File: src/rtl/mem_access_stage.sv
// Memory-access stage: issues load/store on the req/ack bus, holds the flags register,
// and hands one result per instruction to writeback. Optional MEM_ALIGN_CHECK_EN adds misalign_err.
module mem_access_stage #(
    parameter int ACK_TIMEOUT = 16
) (
    input  logic        clk,
    input  logic        reset,
    input  logic        in_valid,
    output logic        in_ready,
    input  logic [31:0] alu_result,
    input  logic [1:0]  alu_flags,
    input  logic        is_load,
    input  logic        is_store,
    input  logic        is_cmp,
    input  logic [3:0]  rd,
    input  logic [31:0] store_data,
    output logic        mem_req,
    output logic        mem_we,
    output logic [31:0] mem_addr,
    output logic [31:0] mem_wdata,
    input  logic        mem_ack,
    input  logic [31:0] mem_rdata,
    output logic        out_valid,
    input  logic        out_ready,
    output logic        wb_we,
    output logic [3:0]  wb_rd,
    output logic [31:0] wb_data,
    output logic [1:0]  flags_q,
`ifdef MEM_ALIGN_CHECK_EN
    output logic        misalign_err,
`endif
    output logic        bus_err
);
    typedef enum logic [1:0] {IDLE, ACCESS, WB} state_t;

    localparam logic [7:0] LAST_CNT = 8'(ACK_TIMEOUT - 1);

    state_t      state, next_state;
    logic [7:0]  cnt;
    logic [31:0] addr_q, wdata_q, wb_data_q;
    logic [3:0]  rd_q;
    logic        load_q, store_q, wb_we_q, bus_err_q;
    logic        accept, mem_op, misaligned, timeout;

    assign accept  = in_valid && (state == IDLE);
    assign mem_op  = is_load || is_store;
    assign timeout = (cnt == LAST_CNT);

`ifdef MEM_ALIGN_CHECK_EN
    logic misalign_q;
    assign misaligned   = mem_op && (alu_result[1:0] != 2'b00);
    assign misalign_err = misalign_q;
`else
    assign misaligned = 1'b0;
`endif

    always_ff @(posedge clk) begin
        if (reset) state <= IDLE;
        else       state <= next_state;
    end

    always_comb begin
        next_state = state;
        case (state)
            IDLE:    if (accept) next_state = (mem_op && !misaligned) ? ACCESS : WB;
            ACCESS:  if (mem_ack || timeout) next_state = WB;
            WB:      if (out_ready) next_state = IDLE;
            default: next_state = IDLE;
        endcase
    end

    always_ff @(posedge clk) begin
        if (reset) begin
            cnt       <= '0;
            addr_q    <= '0;
            wdata_q   <= '0;
            wb_data_q <= '0;
            rd_q      <= '0;
            load_q    <= 1'b0;
            store_q   <= 1'b0;
            wb_we_q   <= 1'b0;
            bus_err_q <= 1'b0;
            flags_q   <= '0;
`ifdef MEM_ALIGN_CHECK_EN
            misalign_q <= 1'b0;
`endif
        end else begin
            bus_err_q <= 1'b0;
`ifdef MEM_ALIGN_CHECK_EN
            misalign_q <= 1'b0;
`endif
            case (state)
                IDLE: if (accept) begin
                    addr_q  <= alu_result;
                    wdata_q <= store_data;
                    rd_q    <= rd;
                    load_q  <= is_load;
                    // load wins when both are set
                    store_q <= is_store && !is_load;
                    if (is_cmp) flags_q <= alu_flags;
                    if (mem_op) begin
                        wb_we_q   <= 1'b0;
                        wb_data_q <= '0;
`ifdef MEM_ALIGN_CHECK_EN
                        misalign_q <= misaligned;
`endif
                    end else begin
                        wb_we_q   <= !is_cmp;
                        wb_data_q <= alu_result;
                    end
                end
                ACCESS: begin
                    cnt <= cnt + 8'd1;
                    if (mem_ack) begin
                        cnt       <= '0;
                        wb_we_q   <= load_q;
                        wb_data_q <= load_q ? mem_rdata : 32'd0;
                    end else if (timeout) begin
                        cnt       <= '0;
                        bus_err_q <= 1'b1;
                        wb_we_q   <= 1'b0;
                        wb_data_q <= '0;
                    end
                end
                default: ;
            endcase
        end
    end

    assign in_ready  = (state == IDLE);
    assign mem_req   = (state == ACCESS);
    assign mem_we    = store_q;
    assign mem_addr  = addr_q;
    assign mem_wdata = wdata_q;
    assign out_valid = (state == WB);
    assign wb_we     = wb_we_q;
    assign wb_rd     = rd_q;
    assign wb_data   = wb_data_q;
    assign bus_err   = bus_err_q;
endmodule

File: config.mk
export PLATFORM = sky130hd
export DESIGN_NAME = mem_access_stage
export DESIGN_NICKNAME = d
export VERILOG_FILES = /design/src/rtl/mem_access_stage.sv
export SDC_FILE = /design/constraint.sdc
export NUM_CORES = 1
export LEC_CHECK = 0
export ABC_CLOCK_PERIOD_IN_PS = 3100
export BUFFER_PORTS_ARGS = -buffer_cell sky130_fd_sc_hd__buf_2
export CAP_MARGIN = 25
export CORE_MARGIN = 2
export CORE_UTILIZATION = 42
export CTS_BUF_LIST = sky130_fd_sc_hd__clkbuf_16
export CTS_CLUSTER_SIZE = 30
export DETAILED_ROUTE_END_ITERATION = 10
export PLACE_DENSITY = 0.85
export SYNTH_ARGS = -nofsm -noshare
export SYNTH_HDL_FRONTEND = slang
export SYNTH_SLANG_ARGS = --single-unit
File: constraint.sdc
create_clock -name clk -period 3.1 [get_ports clk]
set_input_delay 0 -clock clk [delete_from_list [all_inputs] [get_ports clk]]
set_output_delay 0 -clock clk [all_outputs]
set_load 0.01 [all_outputs]
* Word level (Yosys, flattened, before mapping)
Index checks and enable logic that the tools add are counted.
** Word-level totals
- Memory bits (writable) :: 0
- Memory bits (read-only) :: 0
- Output and inout port bits :: 108
- Bits in latches :: 0
- Memories :: 0
- Register bits after elaboration :: 116
** Operators by class
- Order comparisons :: 0
- $add $sub $neg :: 1
- Reduce and logical (&&, ||, !) cells :: 13
- Shift operators :: 0
- Muxes and demuxes :: 19
- Eq/ne operators :: 7
- Div/mod/pow operators :: 0
- Bitwise logic cells :: 1
- Multiply operators :: 0
** Operator list (number)
- $mux 32 :: 5
- $pmux 32 s2 :: 1
- $mux 8 :: 2
- $reduce_and 3->1 :: 3
- $add 8x1->8 const B :: 1
- $eq 8x4->1 const B :: 1
- $mux 2 :: 4
- $ne 2x1->1 const B :: 3
- $pmux 2 s3 :: 1
- $mux 1 :: 5
- $ne 3x1->1 const B :: 1
- $reduce_or 3->1 :: 1
- $eq 2x1->1 const B :: 1
- $eq 2x2->1 const B :: 1
- $logic_and 1x1->1 :: 2
- $logic_not 1->1 :: 2
- $logic_not 2->1 :: 1
- $logic_or 1x1->1 :: 2
- $pmux 1 s2 :: 1
- $reduce_and 2->1 :: 1
- $reduce_bool 2->1 :: 1
- $not 1->1 :: 1

* Depth between registers and ports, before layout
Gate-level depths: netlist (run 1).
- Word-level depth :: 4
- Mapped depth :: 8

* Worst setup path after synthesis (run 1)
No wires, ideal clock.
- Kind :: flip-flop to flip-flop
- Start :: register cnt[0]
- End :: register wb_data_q[10] (netlist: wb_data[10])
- Stages on the path, launching flop included :: 9
- Buffers on the path :: 3
- Library setup time :: 0.081 ns
- Slack :: 1.333 ns
- Arrival :: 1.686 ns
- Cells stage by stage :: dfxtp_1 ha_1 and4b_4 a211o_1 buf_6 and2_4 buf_6 buf_6 a211oi_2
** On the way
- Cells in the longest elaborated chain, start to end :: 3
** Ends and longest elaborated chain
- start, declared :: RTL line 39 : logic [7:0] cnt;
- start signal, assigned :: RTL line 113 : cnt <= cnt + 8'd1;
- $eq 8x4->1 :: RTL line 47 : assign timeout = (cnt == LAST_CNT);
- $ne 3x1->1 (no line)
- $reduce_and 3->1 (no line)
- end signal, assigned :: RTL line 109 : wb_data_q <= alu_result;
- end signal, assigned :: RTL line 117 : wb_data_q <= load_q ? mem_rdata : 32'd0;
- end, declared :: RTL line 40 : logic [31:0] addr_q, wdata_q, wb_data_q;
No other way between the ends.
A chain may end at the register's enable or synchronous reset.

* Worst setup path after layout (run 1)
- Start :: register state[1]
- End :: register flags_q[1]
** On the way
- Cells in the longest elaborated chain, start to end :: 3
** Ends and longest elaborated chain
- start, declared :: RTL line 38 : state_t state, next_state;
- start signal, assigned :: RTL line 59 : else state <= next_state;
- $logic_not 2->1 * :: RTL line 45, 92
- $logic_and 1x1->1 :: RTL line 45 : assign accept = in_valid && (state == IDLE);
- $reduce_and 3->1 (no line) *
- end signal, assigned :: RTL line 100 : if (is_cmp) flags_q <= alu_flags;
- end, declared :: RTL line 28 : output logic [1:0] flags_q,
Mark *: on every way between the ends. The rest lies on a longest branch, timed or not.

==> implementation parameters, run 1 <==
Parameter                              Value

Outcome
  Outcome ... complete, no violations

Synthesis
  Top flip-flop cell by instance count after synthesis ... dfxtp_1
  Share of async-settable or async-resettable flops after synthesis ... 0
  Yosys warning count ... 0
  FF+latch count, synth ... roughly 120
  Net count after synthesis ... 651
  Number of cells produced by synthesis ... 540
  Post-Synthesis Mean Instance Area ... 8.59 µm²
  Synth Area in Simple Gates ... 0.159
  Mux share of post-synthesis cell area ... 0
  Post-Syn Area ... 4640 µm²
  Area share of xor/xnor cells in the synthesized design ... 0.00189
  Post-synthesis adder-cell area fraction ... 0.00270
  Compound-gate portion of the synthesized area ... 0.283
  Sequential cell area fraction in the yosys report ... 0.501
  Dominant combinational cell family by area after synthesis ... compound AO/OA/AOI/OAI gates
  Count of different cell masters after synthesis ... 36
  Number of enable flip-flop cells after synthesis ... 0

Worst setup path
  Critical path arrival ... 2850 ps
  Worst Setup End Kind ... register
  Sort of element at the start of the critical path ... register
  Capture point of the worst path ... flags_q[1]
  Register-to-Register Path Depth ... 6
  Critical path class ... reg -> reg
  Critical Path Start ... state[1]
  Worst-case register-to-register setup slack ... about 600 ps
  Worst r2r src ... state[1]
  Worst Path Required ... 3440 ps
  R2R Path End ... flags_q[1]
  Highest fanout seen on the critical path ... 44

Clocking
  Cell chosen for the clock root ... clkbuf_16
  Number of buffers added for setup after CTS ... 0
  Hold buffers post-CTS ... 89
  TritonCTS clock tree ... yes
  Post-CTS clock slew at the launch and capture registers of the worst setup and hold paths ... 50 ps
  Number of clock sinks ... 116
  Total of cells resized after clock tree synthesis ... 0
  Cts bufs inserted ... 17
  Skew-Pair Late Insertion Delay ... approximately 400 ps
  Maximum buffer depth of the clock tree ... 2
  Max H-tree Level ... 4

Drt
  Wirelength, routed ... 15900 µm
  Routed length per instance ... 16.2 µm
  Vias post-DR ... 5209
  Routed vias/inst ... 5.32
  Antenna viol nets, final ... 0
  DRC violation total after the first TritonRoute iteration ... 366
  First-pass iteration count of the detailed router ... 5
  DRC ... 0

Timing
  Shortest period the worst path allows ... 2520 ps
  Final number of hold-violating endpoints ... 0
  Final cycle utilization of the critical path ... 0.812
  Worst setup skew after layout ... 16.8 ps
  Worst slew pin tran ... 735 ps
  RSZ-0062 raised after global routing ... no
  Maximum clock frequency ... about 400 MHz
  Max-slew headroom ... 0.509
  Setup Viol. Count Final ... 0
  Total negative slack for setup checks ... 0 ps
  Pins over their slew limit ... 0

Cells and area
  Fraction of final layout cells with drive strength greater than 1 ... 0.352
  Area delta synth->final ... 57.9%
  Final nets ... 937

Pwr
  Pleak ... 3.24 nW
  Peak supply drop ... about 0.00043 V
  Sequential Power Share ... 0.362
  Final total power ... 4.64 mW
  Clock power share ... 0.470
  Share of power burned in combinational logic ... 0.169
  Switching Fraction ... 0.256
  Internal ... 3.45 mW
  Switching pwr ... 1.19 mW
  Power density normalized to cell area ... approximately 630 nW/µm²

Global routing
  Vias in the first global route ... 5020
  Global Route Usage Sum ... 0.262
  Wire length of the first global-routing pass ... 24500 µm
  Grt ovf ... 0
  Number of antenna violations at the first check in global routing ... 1
  Largest net degree at the start of global routing ... 60

Floorplan
  Height of the chip ... 109 µm
  Starting utilization of the core area ... 0.430
  Num ports ... 218
  Die outline area ... ~12000 µm²
  Row count ... 38
  Width of the die ... 109 µm
  Placeable core region ... 10800 µm²

Job
  Total of max-cap violations ... 0

Place
  Routability congestion estimate ... 0.831
  Count of input and output buffers ... between 200 and 250
  Half-perimeter wire length of the detailed placement result ... around 9200 µm

Hold path
  Min-delay worst type ... in -> reg
per-stage QoR:
| step | util | instances | setup slack, ps | instance area (µm²) | hold WS, ps |
|---|---|---|---|---|---|
| CTS | 0.678 | 979 | 626 | 7320 | 0.474 |
| global route | 0.679 | 980 | 428 | 7320 | 18.1 |
| global placement | 0.534 | 858 | 907 | 5770 | 241 |
| detailed placement | 0.534 | 858 | 856 | 5770 | 247 |
| finish | 0.679 | 980 | 583 | 7320 | 15.6 |
| floorplan | - | 540 | 1330 | 4640 | 136 |
final cells by class:
class	instances	area [µm²]
well taps	140	175
clock buffers	17	425
fillers	831	3470
flip-flops and latches	116	2320
multi-input cells	372	2090
clock inverters	15	236
diodes	1	2.50
repair buffers	315	2060
inverters	4	15.0
power by group through the flow:
stage                     logic (mW)  registers (mW)  clock network [mW]
after floorplan                0.349            1.76                   0
after global placement         0.666            1.70                   0
after detailed placement       0.678            1.70                   0
after CTS                      0.768            1.67                2.21
after global routing           0.849            1.69                2.28
final                          0.783            1.68                2.18
registers in the layout, indices dropped and copies added (netlist names):
signal / count
flags_q: 2
bus_err: 1
mem_we: 1
cnt: 8
wb_rd: 4
state: 2
load_q: 1
mem_addr: 32
wb_we: 1
mem_wdata: 32
wb_data: 32
cells in the mapped netlist (2+ instances only):
master / instances / area share
nor3_1: 2 / 0.0022
a22oi_1: 33 / 0.053
dfxtp_1: 116 / 0.50
nand2_1: 146 / 0.12
a211oi_1: 3 / 0.0049
a32o_1: 2 / 0.0043
nand3b_1: 2 / 0.0032
nand3_1: 4 / 0.0043
buf_1: 4 / 0.0032
a211oi_2: 31 / 0.084
o21ai_0: 6 / 0.0065
a41oi_1: 2 / 0.0038
clkbuf_1: 34 / 0.028
inv_1: 3 / 0.0024
buf_6: 5 / 0.012
buf_2: 3 / 0.0032
a21oi_1: 112 / 0.12
buf_4: 2 / 0.0032
and3_1: 2 / 0.0027
nor3b_1: 2 / 0.0032
nor2_1: 11 / 0.0089
placed cells by master, fill, tap and decap left out, types with 2 or more instances in the layout:
master,Yosys,routed
o21ai_0,6,6
bufinv_16,0,6
nand3b_1,2,2
clkbuf_16,0,17
dfxtp_1,116,116
buf_2,3,216
dlygate4sd3_1,0,89
nand2_1,146,145
clkinv_2,0,3
and3_1,2,2
nand3_1,4,4
nor2_1,11,10
nor3_1,2,2
a211oi_2,31,31
a211oi_1,3,3
a22oi_1,33,33
a32o_1,2,2
clkinv_4,0,2
a21oi_1,112,112
buf_4,2,9
inv_1,3,4
a41oi_1,2,2
how the worst min path moves through the flow:
stage,start,depth (start not counted),slack (ps),endpoint
final,mem_rdata[30],3,20,wb_data[30]
after global routing,mem_rdata[21],3,20,wb_data[21]
after floorplan,is_load,2,140,load_q
after global placement,store_data[14],3,240,mem_wdata[14]
after CTS,mem_rdata[23],3,0.5,wb_data[23]
after detailed placement,store_data[14],3,250,mem_wdata[14]
routing by layer:
layer | global-route usage | up-vias | share of wire
met5 | 0 | - | 0
met4 | 0.125 | 0 | 0.037
met3 | 0.0753 | 49 | 0.068
met2 | 0.453 | 257 | 0.51
met1 | 0.296 | 2442 | 0.39
li1 | - | 2461 | -
cells by family after synthesis:
kind of cell | count (synthesis)
compound gates | 192
fa+ha+maj | 1
flops | 116
xor+xnor | 1
simple gates | 178
buf+inv | 52
critical path, stage by stage (launching register included):
cell	delay, ps
dfxtp_1	380
nor3b_2	230
buf_4	420
nand3_1	120
dlygate4sd3_1	580
a21oi_1	130
dlygate4sd3_1	560
Note: power is estimated with default switching activity, not from simulation.
==> inputs of run 2 (changes only) <==
- ABC_CLOCK_PERIOD_IN_PS: 3100 -> 2250
- PLACE_DENSITY: 0.85 -> 0.88
- clock period: 3.1 -> 2.25 ns (I/O delays scaled with it)
==> run 2 against run 1 <==
  * Via count grew 0.42%
  * Die area is the same
  * Sequential share of layout area grew 0.25 points
  * Sequential power grew 37%
  * Cell count grew 0.20%
  * Clock skew shrank 7.4 ps
  * Count of clock-buffer cells in the layout is the same
  * Combinational power grew 39%
  * Critical path type unchanged
  * Highest routed layer unchanged
==> implementation parameters, run 2 (same netlist as run 1, synthesis figures left out) <==
Parameter                              Value

Clocking
  Total of cells resized after clock tree synthesis ... 0 (unchanged)
  Maximum buffer depth of the clock tree ... 2 (unchanged)
  Number of clock sinks ... 116 (unchanged)
  TritonCTS clock tree ... yes
  Cts bufs inserted ... 17 (unchanged)
  Cell chosen for the clock root ... clkbuf_16
  Skew-Pair Late Insertion Delay ... 400 ps (about the same)
  Max H-tree Level ... 4 (unchanged)
  Post-CTS clock slew at the launch and capture registers of the worst setup and hold paths ... 60 ps (about the same)

Pwr
  Share of power burned in combinational logic ... 0.183 (+0.014)
  Clock power share ... 0.428 (-0.042)
  Internal ... 4.31 mW (+25%)
  Switching pwr ... 1.64 mW (+38%)
  Switching Fraction ... 0.276 (+0.0200)
  Sequential Power Share ... 0.388 (+0.026)
  Power density normalized to cell area ... 820 nW/µm² (+29%)
  Pleak ... 3.20 nW (-1.3%)
  Peak supply drop ... 0.000571 V (+32%)

Timing
  Maximum clock frequency ... 519 MHz (+31%)
  Shortest period the worst path allows ... 1930 ps (-590 ps)
  Pins over their slew limit ... 0 (unchanged)
  RSZ-0062 raised after global routing ... no
  Worst setup skew after layout ... 9.39 ps (-7.37 ps)
  Total negative slack for setup checks ... 0 ps (unchanged)
  Worst slew pin tran ... 537 ps (-198 ps)
  Max-slew headroom ... 0.639 (+0.131)
  Final cycle utilization of the critical path ... 0.856 (+0.0444)
  Final number of hold-violating endpoints ... 0 (unchanged)
  Setup Viol. Count Final ... 0 (unchanged)

Floorplan
  Width of the die ... 109 µm (unchanged)
  Height of the chip ... 109 µm (unchanged)
  Starting utilization of the core area ... 0.430 (unchanged)
  Num ports ... 218 (unchanged)
  Placeable core region ... 10800 µm² (unchanged)
  Die outline area ... 11900 µm² (unchanged)
  Row count ... 38 (unchanged)

Hold path
  Number of stages on the worst hold path ... 3 (unchanged)
  Min-delay worst type ... in -> reg

Worst setup path
  Register-to-Register Path Depth ... 4 (-2)
  Worst Path Required ... 2580 ps (-860 ps)
  Worst r2r src ... cnt[5]
  R2R Path End ... state[1]
  Critical Path Start ... cnt[5]
  Worst Setup End Kind ... register
  Critical path arrival ... 2260 ps (-590 ps)
  Highest fanout seen on the critical path ... 34 (-23%)
  Critical-path cell with the highest stage delay ... and2_4
  Critical path class ... reg -> reg
  Worst-case register-to-register setup slack ... 320 ps (-260 ps)
  Ordered cell list for the critical path ... nor3_1 -> a211o_1 -> and2_4 -> a32o_1
  Capture point of the worst path ... state[1]
  Peak per-stage delay on the critical path ... 510 ps (-70 ps)
  Sort of element at the start of the critical path ... register

Cells and area
  Fraction of final layout cells with drive strength greater than 1 ... 0.355 (+0.00350)
  Most common cell after layout, fill and taps aside ... buf_2
  Area delta synth->final ... 56.7%
  Final nets ... 941 (+0.43%)
  Antenna diode count ... 0 (-1)
  Final std cells w/o fill ... 982 (+0.20%)
  Count of fill cells added during filler insertion ... 818 (-1.6%)
  Most frequent cells in the layout ... 216 x buf_2, 145 x nand2_1, 116 x dfxtp_1

Place
  Half-perimeter wire length of the detailed placement result ... 9490 µm (+2.8%)
  Dpl cells ... 862 (+0.47%)
  Routability congestion estimate ... 0.877 (+5.5%)
  Count of input and output buffers ... 217 (unchanged)

Job
  Total of max-cap violations ... 0 (unchanged)

Global routing
  Wire length of the first global-routing pass ... 25000 µm (+2.3%)
  Number of antenna violations at the first check in global routing ... 0 (-1)
  Largest net degree at the start of global routing ... 43 (-28%)
  Global Route Usage Sum ... 0.270 (+0.00788)
  Vias in the first global route ... 5176 (+3.1%)
  Grt ovf ... 0 (unchanged)

Drt
  Antenna viol nets, final ... 0 (unchanged)
  Vias post-DR ... 5231 (+0.42%)
  First-pass iteration count of the detailed router ... 6 (+1)
  Routed vias/inst ... 5.33 (+0.22%)
  DRC violation total after the first TritonRoute iteration ... 470 (+28%)
  Routed length per instance ... 16.6 µm (+2.4%)
  Wirelength, routed ... 16300 µm (+2.6%)
  DRC ... 0 (unchanged)

Outcome
  Outcome ... complete, no violations
-- run 2: cell types whose count changed in the layout (fill, tap and decap cells not counted) --
| cell | change |
|---|---|
| diode_2 | -1 |
| buf_4 | +3 |
| buf_12 | +1 |
| inv_1 | -1 |
| clkinv_2 | +1 |
| clkinvlp_4 | +4 |
| clkinv_4 | -1 |
| bufinv_16 | -4 |
-- run 2: power by group through the flow --
stage               sequential, mW  combinational (mW)  clock (mW)
floorplan                     2.42               0.481           0
global placement              2.34               0.929           0
detailed placement            2.35               0.945           0
CTS                           2.31                1.07        2.58
global route                  2.33                1.18        2.69
finish                        2.31                1.09        2.55
-- run 2: area by class of cell --
cell class,instances,area [µm²],area share
inverter,4,15.0,0.00207
clock inverter,14,139,0.0191
clock buffer,17,425,0.0586
timing repair buffer,319,2100,0.289
multi-input combinational,372,2090,0.287
tap,140,175,0.0241
sequential,116,2320,0.320
-- run 2: what timing repair did --
| action | CTS | global route |
|---|---|---|
| hold buffers | 89 | 0 |
| buffers inserted | 0 | 0 |
| endpoints found under the hold margin | 88 | 0 |
-- run 2: routing by layer --
metal  vias to the layer above  global-route usage  wire [µm]
met4                         0               0.165        696
met2                       276               0.454       8250
met5                         -                   0          0
met1                      2425               0.311       6270
li1                       2466                   -          -
met3                        64              0.0598       1120
-- run 2: worst min path at each step --
| stage | startpoint | end | slack (ps) |
|---|---|---|---|
| 2_1_floorplan | is_load | load_q | 140 |
| 3_3_place_gp | rd[1] | wb_rd[1] | 240 |
| 3_5_place_dp | store_data[18] | mem_wdata[18] | 250 |
| 4_1_cts | mem_rdata[27] | wb_data[27] | 0.08 |
| 5_1_grt | mem_rdata[11] | wb_data[11] | 20 |
| 6_report | mem_rdata[27] | wb_data[27] | 10 |
-- run 2: per-stage QoR --
step           cell area [µm²]  setup WS (ps)  hold slack [ps]  power (mW)   util
6_report                  7270            323             12.7        5.96  0.673
5_1_grt                   7270            207             17.0        6.20  0.673
4_1_cts                   7270            318           0.0759        5.96  0.673
3_5_place_dp              5810            381              247        3.29  0.538
3_3_place_gp              5810            442              240        3.27  0.538
2_1_floorplan             4640            483              136        2.90      -
-- run 2: worst max-delay path, delay by kind of cell, from the launching register on --
kind,cells,cell delay [ps]
and+or+nand+nor,2,990
AOI/OAI and AO/OA,2,500
DFF,1,370
